File: config.mk
export PLATFORM = sky130hd
export DESIGN_NAME = mux4_rr_arbiter
export DESIGN_NICKNAME = d
export VERILOG_FILES = /design/src/rtl/mux4_rr_arbiter.sv
export SDC_FILE = /design/constraint.sdc
export NUM_CORES = 1
export LEC_CHECK = 0
export ABC_AREA = 1
export CAP_MARGIN = 20
export CORE_ASPECT_RATIO = 0.5
export CORE_MARGIN = 1
export CORE_UTILIZATION = 48
export DETAILED_ROUTE_END_ITERATION = 6
export GPL_TIMING_DRIVEN = 0
export PLACE_DENSITY = 0.85
export SYNTH_ARGS = -nofsm -noshare
export SYNTH_HDL_FRONTEND = slang
export SYNTH_SLANG_ARGS = --single-unit
File: constraint.sdc
create_clock -name clk -period 1.6 [get_ports clk]
set_clock_uncertainty 0.2 [all_clocks]
set_input_delay 0.24 -clock clk [delete_from_list [all_inputs] [get_ports clk]]
set_output_delay 0.24 -clock clk [all_outputs]
set_load 0.05 [all_outputs]
File: src/rtl/mux4_rr_arbiter.sv
// Round-robin owner sequencer for a shared 4:1 MUX4 datapath: grants one requester at a time
// for a burst of up to BURST_LEN captures. Define MUX4_ARB_FIXED_PRIO_EN for fixed priority (req[0] highest).
//
// state | meaning
// IDLE  | no owner; gnt=0, sel holds, winner picked from req
// BUSY  | owner holds the channel; mux_out captured each cycle the owner keeps requesting
module mux4_rr_arbiter #(
    parameter int BURST_LEN = 8
) (
    input  logic       clk,
    input  logic       rst,
    input  logic [3:0] req,
    input  logic       mux_out,
    output logic [1:0] sel,
    output logic [3:0] gnt,
    output logic       busy,
    output logic       dout,
    output logic       dout_valid,
    output logic [1:0] dout_src
);

    localparam logic [7:0] BURST_MAX = 8'(BURST_LEN);

    typedef enum logic {
        IDLE = 1'b0,
        BUSY = 1'b1
    } state_t;

    state_t     state;
    state_t     state_nxt;
    logic [7:0] count;
    logic [7:0] count_nxt;
    logic [7:0] count_inc;
    logic [1:0] last;
    logic [1:0] last_nxt;
    logic [1:0] winner;
    logic [1:0] sel_nxt;
    logic [3:0] gnt_nxt;
    logic       dout_nxt;
    logic       dout_valid_nxt;
    logic [1:0] dout_src_nxt;

`ifdef MUX4_ARB_FIXED_PRIO_EN
    always_comb begin
        winner = 2'd0;
        for (int i = 3; i >= 0; i--) begin
            if (req[i]) begin
                winner = 2'(i);
            end
        end
    end
`else
    logic [1:0] cand;
    logic       found;

    // Search starts one past the previous owner, so the previous owner is checked last.
    always_comb begin
        winner = last;
        cand   = 2'd0;
        found  = 1'b0;
        for (int i = 1; i <= 4; i++) begin
            cand = last + 2'(i);
            if (!found && req[cand]) begin
                winner = cand;
                found  = 1'b1;
            end
        end
    end
`endif

    assign count_inc = count + 8'd1;

    always_comb begin
        state_nxt      = state;
        gnt_nxt        = gnt;
        sel_nxt        = sel;
        count_nxt      = count;
        last_nxt       = last;
        dout_nxt       = dout;
        dout_valid_nxt = 1'b0;
        dout_src_nxt   = dout_src;
        case (state)
            IDLE: begin
                if (|req) begin
                    state_nxt = BUSY;
                    gnt_nxt   = 4'b0001 << winner;
                    sel_nxt   = winner;
                    count_nxt = 8'd0;
                end
            end
            BUSY: begin
                if (req[sel]) begin
                    dout_nxt       = mux_out;
                    dout_src_nxt   = sel;
                    dout_valid_nxt = 1'b1;
                    count_nxt      = count_inc;
                    if (count_inc == BURST_MAX) begin
                        state_nxt = IDLE;
                        gnt_nxt   = 4'b0000;
                        last_nxt  = sel;
                    end
                end else begin
                    state_nxt = IDLE;
                    gnt_nxt   = 4'b0000;
                    last_nxt  = sel;
                end
            end
            default: begin
                state_nxt = IDLE;
                gnt_nxt   = 4'b0000;
            end
        endcase
    end

    // last resets to 3 so requester 0 is the first candidate after reset.
    always_ff @(posedge clk) begin
        if (rst) begin
            state      <= IDLE;
            gnt        <= 4'b0000;
            sel        <= 2'd0;
            count      <= 8'd0;
            last       <= 2'd3;
            dout       <= 1'b0;
            dout_valid <= 1'b0;
            dout_src   <= 2'd0;
        end else begin
            state      <= state_nxt;
            gnt        <= gnt_nxt;
            sel        <= sel_nxt;
            count      <= count_nxt;
            last       <= last_nxt;
            dout       <= dout_nxt;
            dout_valid <= dout_valid_nxt;
            dout_src   <= dout_src_nxt;
        end
    end

    assign busy = (state == BUSY);

endmodule

==> results by group, run 1 <==
STA
  • Worst-Margin Slew: 0.5222 ns
  • Unrepaired setup endpoints after global routing: true
  • Final Hold Viols: 0
  • Peak Freq: 0.5315 GHz
  • Min Hold Slack: 0.2107 ns
  • Period utilisation layout: 117.6%
  • Tmin final: 1.882 ns
  • Max_slew headroom: 65.18%
  • Fin. max-slew vios: 0
  • Post-route worst setup slack: -0.2816 ns
  • Final setup fails: 20

CTS
  • Num Clock Sinks: 21
  • CTS root buf: clkbuf_8
  • H-tree Lvls: 1
  • Total CTS buffers: 3
  • Max Root-Sink Buffers: 2
  • Worst-Skew Late Latency: 0.27 ns
  • CTS tree: yes
  • Clock-pin slew on the worst setup and hold paths: 0.08 ns
  • Hold buffer count at CTS: 0

Global route
  • Vias in the first global route: 1197
  • Overflow after GRT: 0
  • Initial antenna violation count: 0
  • First-pass GRT wire length: 5.106 mm
  • Largest net degree at the start of global routing: 12
  • Total track usage: 24.34%

Synth
  • Syn Std Cell Area: 1272 µm²
  • YS warnings: 0
  • Yosys reg bits: 21
  • EDFF count, synth: 0
  • Synth Net Count: 217
  • Average size of a mapped cell: 6.118 µm²
  • Ys async rst share: 0%
  • Synth Flop Type: dfxtp_1
  • Cells after Synth: 208
  • Register area share after synthesis: 33.04%
  • Netlist cell types: 24

Worst setup path
  • Crit-path max FO: 6
  • Arrival @ worst endpoint: 1.88 ns
  • CP startpoint: count[1]
  • Worst reg2reg startpoint: count[1]
  • Worst setup EP type: flip-flop
  • Worst setup SP type: flip-flop
  • End of the critical path: busy
  • WP data required: 1.60 ns
  • Worst setup path class: flip-flop to flip-flop
  • R2R Path End: busy
  • R2r setup slk: -0.28 ns
  • R2r worst-path depth: 10

Drt
  • Post-DRT Antenna Nets: 0
  • Initial DRC count: 115
  • WL/cell: 13.85 µm
  • WL final: 3.863 mm
  • Residual DRC: 0
  • First-pass DRT Iterations: 4
  • Via count: 1470
  • Routed vias/inst: 5.269

Power and ir drop
  • VDD IR max: 581.5 µV
  • Combinational Power Share: 53.3%
  • Pwr Total: 2.220 mW
  • Flop pwr share: 30.2%
  • Sw Share: 47.50%
  • Clock network fraction of total power: 16.5%
  • Int Power: 1.166 mW
  • Sw power: 1.055 mW
  • Pwr dens: 1195 nW/µm²
  • Pleak: 0.8641 nW

Hold path
  • HP Class: input port to flip-flop
  • Hold depth: 2

Floorplan
  • Die Footprint: 2873 µm²
  • Placeable Area: 2357 µm²
  • Die height: 38.41 µm
  • Width of the die: 74.82 µm
  • IO Count: 18
  • Initial Utilization: 53.98%
  • Site Rows: 12

Flow run
  • Number of max-cap violations: 0

Final layout
  • Finished Core Util: 78.82%
  • Fin cells: 279
  • Layout area overhead: 46.02%
  • Layout cell share with drive strength beyond 1: 38.93%
  • ANT cells: 0
  • Post-Layout Inst Area: 1858 µm²
  • # fillers: 159
  • # nets final: 254

Placed design
  • HPWL after detailed placement: 1.936 mm
  • Gpl congestion: 0.8191
  • Placed Instances: 259
  • Buffers added on ports: 16
  • DP Area: 1508 µm²

Status
  • Outcome: complete, but fails checks
  • Failing checks: setup timing
[worst min-delay path by stage]
| stage | start | to | slack, ns |
|---|---|---|---|
| after global placement | count[7] | count[7] | 0.26 |
| after detailed placement | count[7] | count[7] | 0.27 |
| final | rst | busy | 0.21 |
| after global routing | rst | busy | 0.24 |
| after CTS | rst | busy | 0.20 |
| after floorplan | mux_out | dout | 0.17 |
[what timing repair did]
action                                  CTS  global route
buffers inserted                          9             6
pin swaps                                20            19
endpoints found under the setup margin   30            27
gates resized for setup                  38            54
gates cloned                              1             0
[final cells by class]
class                      instances  area [µm²]  share of cell area [%]
buffer                             5       36.28                   1.953
clock buffer                       4       45.04                   2.424
inverter                          25       108.9                   5.859
multi-input combinational        157       930.9                   50.10
sequential                        21       440.4                   23.70
tap                               35       43.79                   2.357
timing repair buffer              32       252.7                   13.60
[sequential cells by signal (all words and copies together), names as in the netlist]
name and flops:
gnt 4, dout 1, dout_src 2, count 8, last 2, busy 1
dout_valid 1, sel 2
[power groups by stage]
stage | registers (mW) | logic [mW] | clock network (mW)
after floorplan | 0.864 | 0.466 | 0
after global placement | 0.667 | 0.869 | 0
after detailed placement | 0.670 | 0.880 | 0
after CTS | 0.659 | 0.957 | 0.368
after global routing | 0.679 | 1.25 | 0.391
final | 0.671 | 1.18 | 0.367
[critical path: stages (launching register included)]
cell     delay [ns]
dfxtp_4        0.39
ha_4           0.17
nand3_4        0.11
nor2_4         0.10
xor2_1         0.20
nor2_1         0.08
nand2_1        0.11
nand2_2        0.09
buf_4          0.14
buf_4          0.12
a21oi_2        0.10
[cell usage after synthesis, types with 2 or more instances]
cell type / count / area, µm²
ha_1: 2 / 25.02
nand2_1: 77 / 289.0
a21oi_1: 16 / 80.08
o21ai_0: 7 / 35.03
inv_2: 2 / 7.510
nor2_1: 16 / 60.06
buf_2: 2 / 10.01
nor2_2: 3 / 18.77
xor2_1: 2 / 17.52
nand4_1: 3 / 18.77
nand3_1: 20 / 100.1
dfxtp_1: 21 / 420.4
inv_1: 22 / 82.58
nand2_2: 5 / 31.28
[cells in the final DEF, fill, tap and decap left out, drive strengths merged]
cell type and instances:
nand3b 1, xor2 2, nand2 83, nor2 19, dfxtp 21, clkdlybuf4s50 2
nand3 21, clkdlybuf4s15 3, o21ai 8, buf 20, inv 25, dlymetal6s2s 1
a22oi 1, a21oi 16, or2 1, clkbuf 9, dlygate4sd2 6, ha 2
nand4 3
[metrics by stage]
step	setup WS, ns	TNS, ns
floorplan	-0.02470	-0.09129
global placement	-0.4404	-6.530
detailed placement	-0.4317	-6.754
CTS	-0.1428	-1.399
global route	-0.4071	-5.120
finish	-0.2816	-3.272
[layer usage]
metal | wire [µm] | track usage, % | vias to the layer above
met3 | 176 | 5.526 | 14
met5 | 0 | 0 | -
met4 | 93 | 5.660 | 0
li1 | - | - | 729
met1 | 1649 | 29.62 | 679
met2 | 1943 | 44.37 | 48
[cells by family (layout without fill, tap and decap cells)]
| kind of cell | Yosys count | in the layout | share of synthesized area (%) |
|---|---|---|---|
| AO/OA/AOI/OAI | 25 | 25 | 10.03 |
| XOR/XNOR | 2 | 2 | 1.377 |
| adder cells (fa/ha/maj) | 2 | 2 | 1.966 |
| buffers and inverters | 30 | 66 | 10.13 |
| flip-flops | 21 | 21 | 33.04 |
| AND/OR/NAND/NOR | 128 | 128 | 43.46 |
No activity file was read; power rests on OpenSTA's default activity.
==> run 2: changes to the inputs <==
--- a/config.mk
+++ b/config.mk
@@ -6,7 +6,6 @@
 export NUM_CORES = 1
 export LEC_CHECK = 0
 export ABC_AREA = 1
-export CAP_MARGIN = 20
 export CORE_ASPECT_RATIO = 0.5
 export CORE_MARGIN = 1
 export CORE_UTILIZATION = 48
==> results of run 2 <==
Same layout as run 1: the final DEF is identical, and so are final timing and power.
==> edit, RTL diff (settings of run 1) <==
Make the reset (`rst`) asynchronous in one clocked block.
--- a/src/rtl/mux4_rr_arbiter.sv
+++ b/src/rtl/mux4_rr_arbiter.sv
@@ -114,5 +114,5 @@
 
     // last resets to 3 so requester 0 is the first candidate after reset.
-    always_ff @(posedge clk) begin
+    always_ff @(posedge clk or posedge rst) begin
         if (rst) begin
             state      <= IDLE;
Function: differs if rst is asserted again (counterexample within 4 cycles, from zero or initial values and one cycle with rst high); with rst held inactive, the same outputs for 10 cycles.
==> edit against run 1 <==
  * The run still ends with negative setup slack left
  * Highest routed layer unchanged
  * Area after synthesis increased by 6.0%
  * Wire length increased by 24%
  * Cell area is 9.0% higher
  * Synthesized cell count is 11% lower
  * Critical endpoint is now gnt[0]
  * Count of clock-buffer cells in the layout unchanged
  * First-iteration DRC count is 39% higher
  * Setup slack worse by 210 ps
  * Sequential cell count unchanged
Power is not compared: it rests on default switching activity, and its combinational part moved more than twofold at a synthesized area within 25%.
==> edit: results (changes against run 1) <==
layout:
  layout.nonclk_buf_share_pct: 19.1  # was 15.6%
  stdcell_area_um2: 2020  # was 1860 um2
  buffers: 48  # was 37
  fill_cells: 169  # was 159
  final_nets: 248  # was 254
  finalNonFillerCells: 275  # was 279
  multi_input_cells: 137  # was 157
  drive_gt1_share_pct: 50.4  # was 38.9%
  clkCellAreaFrac_pct: 2.22  # was 2.42%
  inv_count: 28  # was 25
  design.seq.count: 21  # unchanged
  seq_area_um2: 532  # was 440 um2
  multiInputGateArea_um2: 882  # was 931 um2
synth:
  async_reset_ff_share_pct: 100  # was 0%
  syn_area_um2: 1350  # was 1270 um2
  ys_seq_area_share_pct: 39.1  # was 33.0%
  synthTopCellsByArea: "dfrtp_1 (35%), nand2_1 (20%), inv_1 (5.8%)"  # was dfxtp_1 (33%), nand2_1 (23%), nand3_1 (7.9%)
  syn_nets: 195  # was 217
  netlist_instances: 186  # was 208
  yosysWarnings: 0  # unchanged
  synth_commonest_cells: "nand2_1 (73), inv_1 (21), dfrtp_1 (19)"  # was nand2_1 (77), inv_1 (22), dfxtp_1 (21)
route:
  initialDrtViolationCount: 160  # was 115
  met3_length_um: 450  # was 176 um
  avgRoutedWirePerCell_um: 17.5  # was 13.8 um
  firstDrtPassIters: 5  # was 4
  wl_met1_um: 1780  # was 1650 um
  vias_per_cell: 5.69  # was 5.27
  met2_length_um: 2330  # was 1940 um
global_route:
  grt_max_degree: 22  # was 12
  grt_use_total_pct: 28.0  # was 24.3%
  gr-usage-met2_pct: 54.7  # was 44.4%
  met1_usage_pct: 29.8  # was 29.6%
  grt_pass1_vias: 1383  # was 1197
  met3_usage_pct: 6.05  # was 5.53%
  grt_pass1_wl_um: 6240  # was 5110 um
sta:
  whs_ps: 235  # was 211 ps
  tightest_slew_ps: 800  # was 522 ps
  worst_slack_ps: -494  # was -282 ps
  setup_tns_ps: -4340  # was -3270 ps
  setup_viol: 17  # was 20
place:
  placed_cell_area_um2: 1590  # was 1510 um2
  dp_cells: 240  # was 259
  place_hpwl_um: 2000  # was 1940 um
  port_buffers: 17  # was 16
  routabilityCongestion: 0.826  # was 0.819
  pre_cts_ws_ps: -429  # was -432 ps
critical_path:
  critPathTopFamily: "simple AND/OR/NAND/NOR gates"  # unchanged
  crit_arrival_ps: 2050  # was 1880 ps
  crit_fanout: 4  # was 6
  timing.rr.start: "count[0]"  # was count[1]
  slowest_delay_ps: 430  # was 390 ps
  cpMaxStageDelayCell: "dfrtp_1"  # was dfxtp_4
  r2r_end: "gnt[0]"  # was busy
  ff2ff_path_depth: 12  # was 10
pwr:
  power.internal_mw: 2.18
  finalPower_mw: 4.58
hold_path:
  hp-class: "input port to async pin"  # was input port to flop
cts:
  h-tree-depth: 1  # unchanged
status:
  violations: "negative setup slack"  # unchanged
  status: "finished with violations"  # unchanged
edit: how the worst max path moves through the flow:
| stage | startpoint | endpoint | slack, ps | depth (start not counted) |
|---|---|---|---|---|
| 2_1_floorplan | last[0] | gnt[1] | -80 | 14 |
| 3_3_place_gp | req[0] | count[7] | -380 | 8 |
| 3_5_place_dp | req[0] | gnt[1] | -430 | 9 |
| 4_1_cts | last[0] | gnt[0] | -230 | 13 |
| 5_1_grt | count[0] | last[0] | -510 | 12 |
| 6_report | count[0] | gnt[0] | -490 | 12 |
edit: logic make-up after synthesis:
group                    count (synthesis)  synth area share (%)
buffers and inverters                   28                  9.93
AO/OA/AOI/OAI                           18                  7.14
AND/OR/NAND/NOR                        117                  41.9
adder cells (fa/ha/maj)                  2                  1.85
flip-flops                              21                  39.1
edit: what timing repair did:
action                     4_1_cts  5_1_grt
pin swaps                       11       24
buffers inserted                19       13
gates resized for setup         43       54
hold endpoints to repair         0        0
setup endpoints to repair       31       28
cloned                           2        0
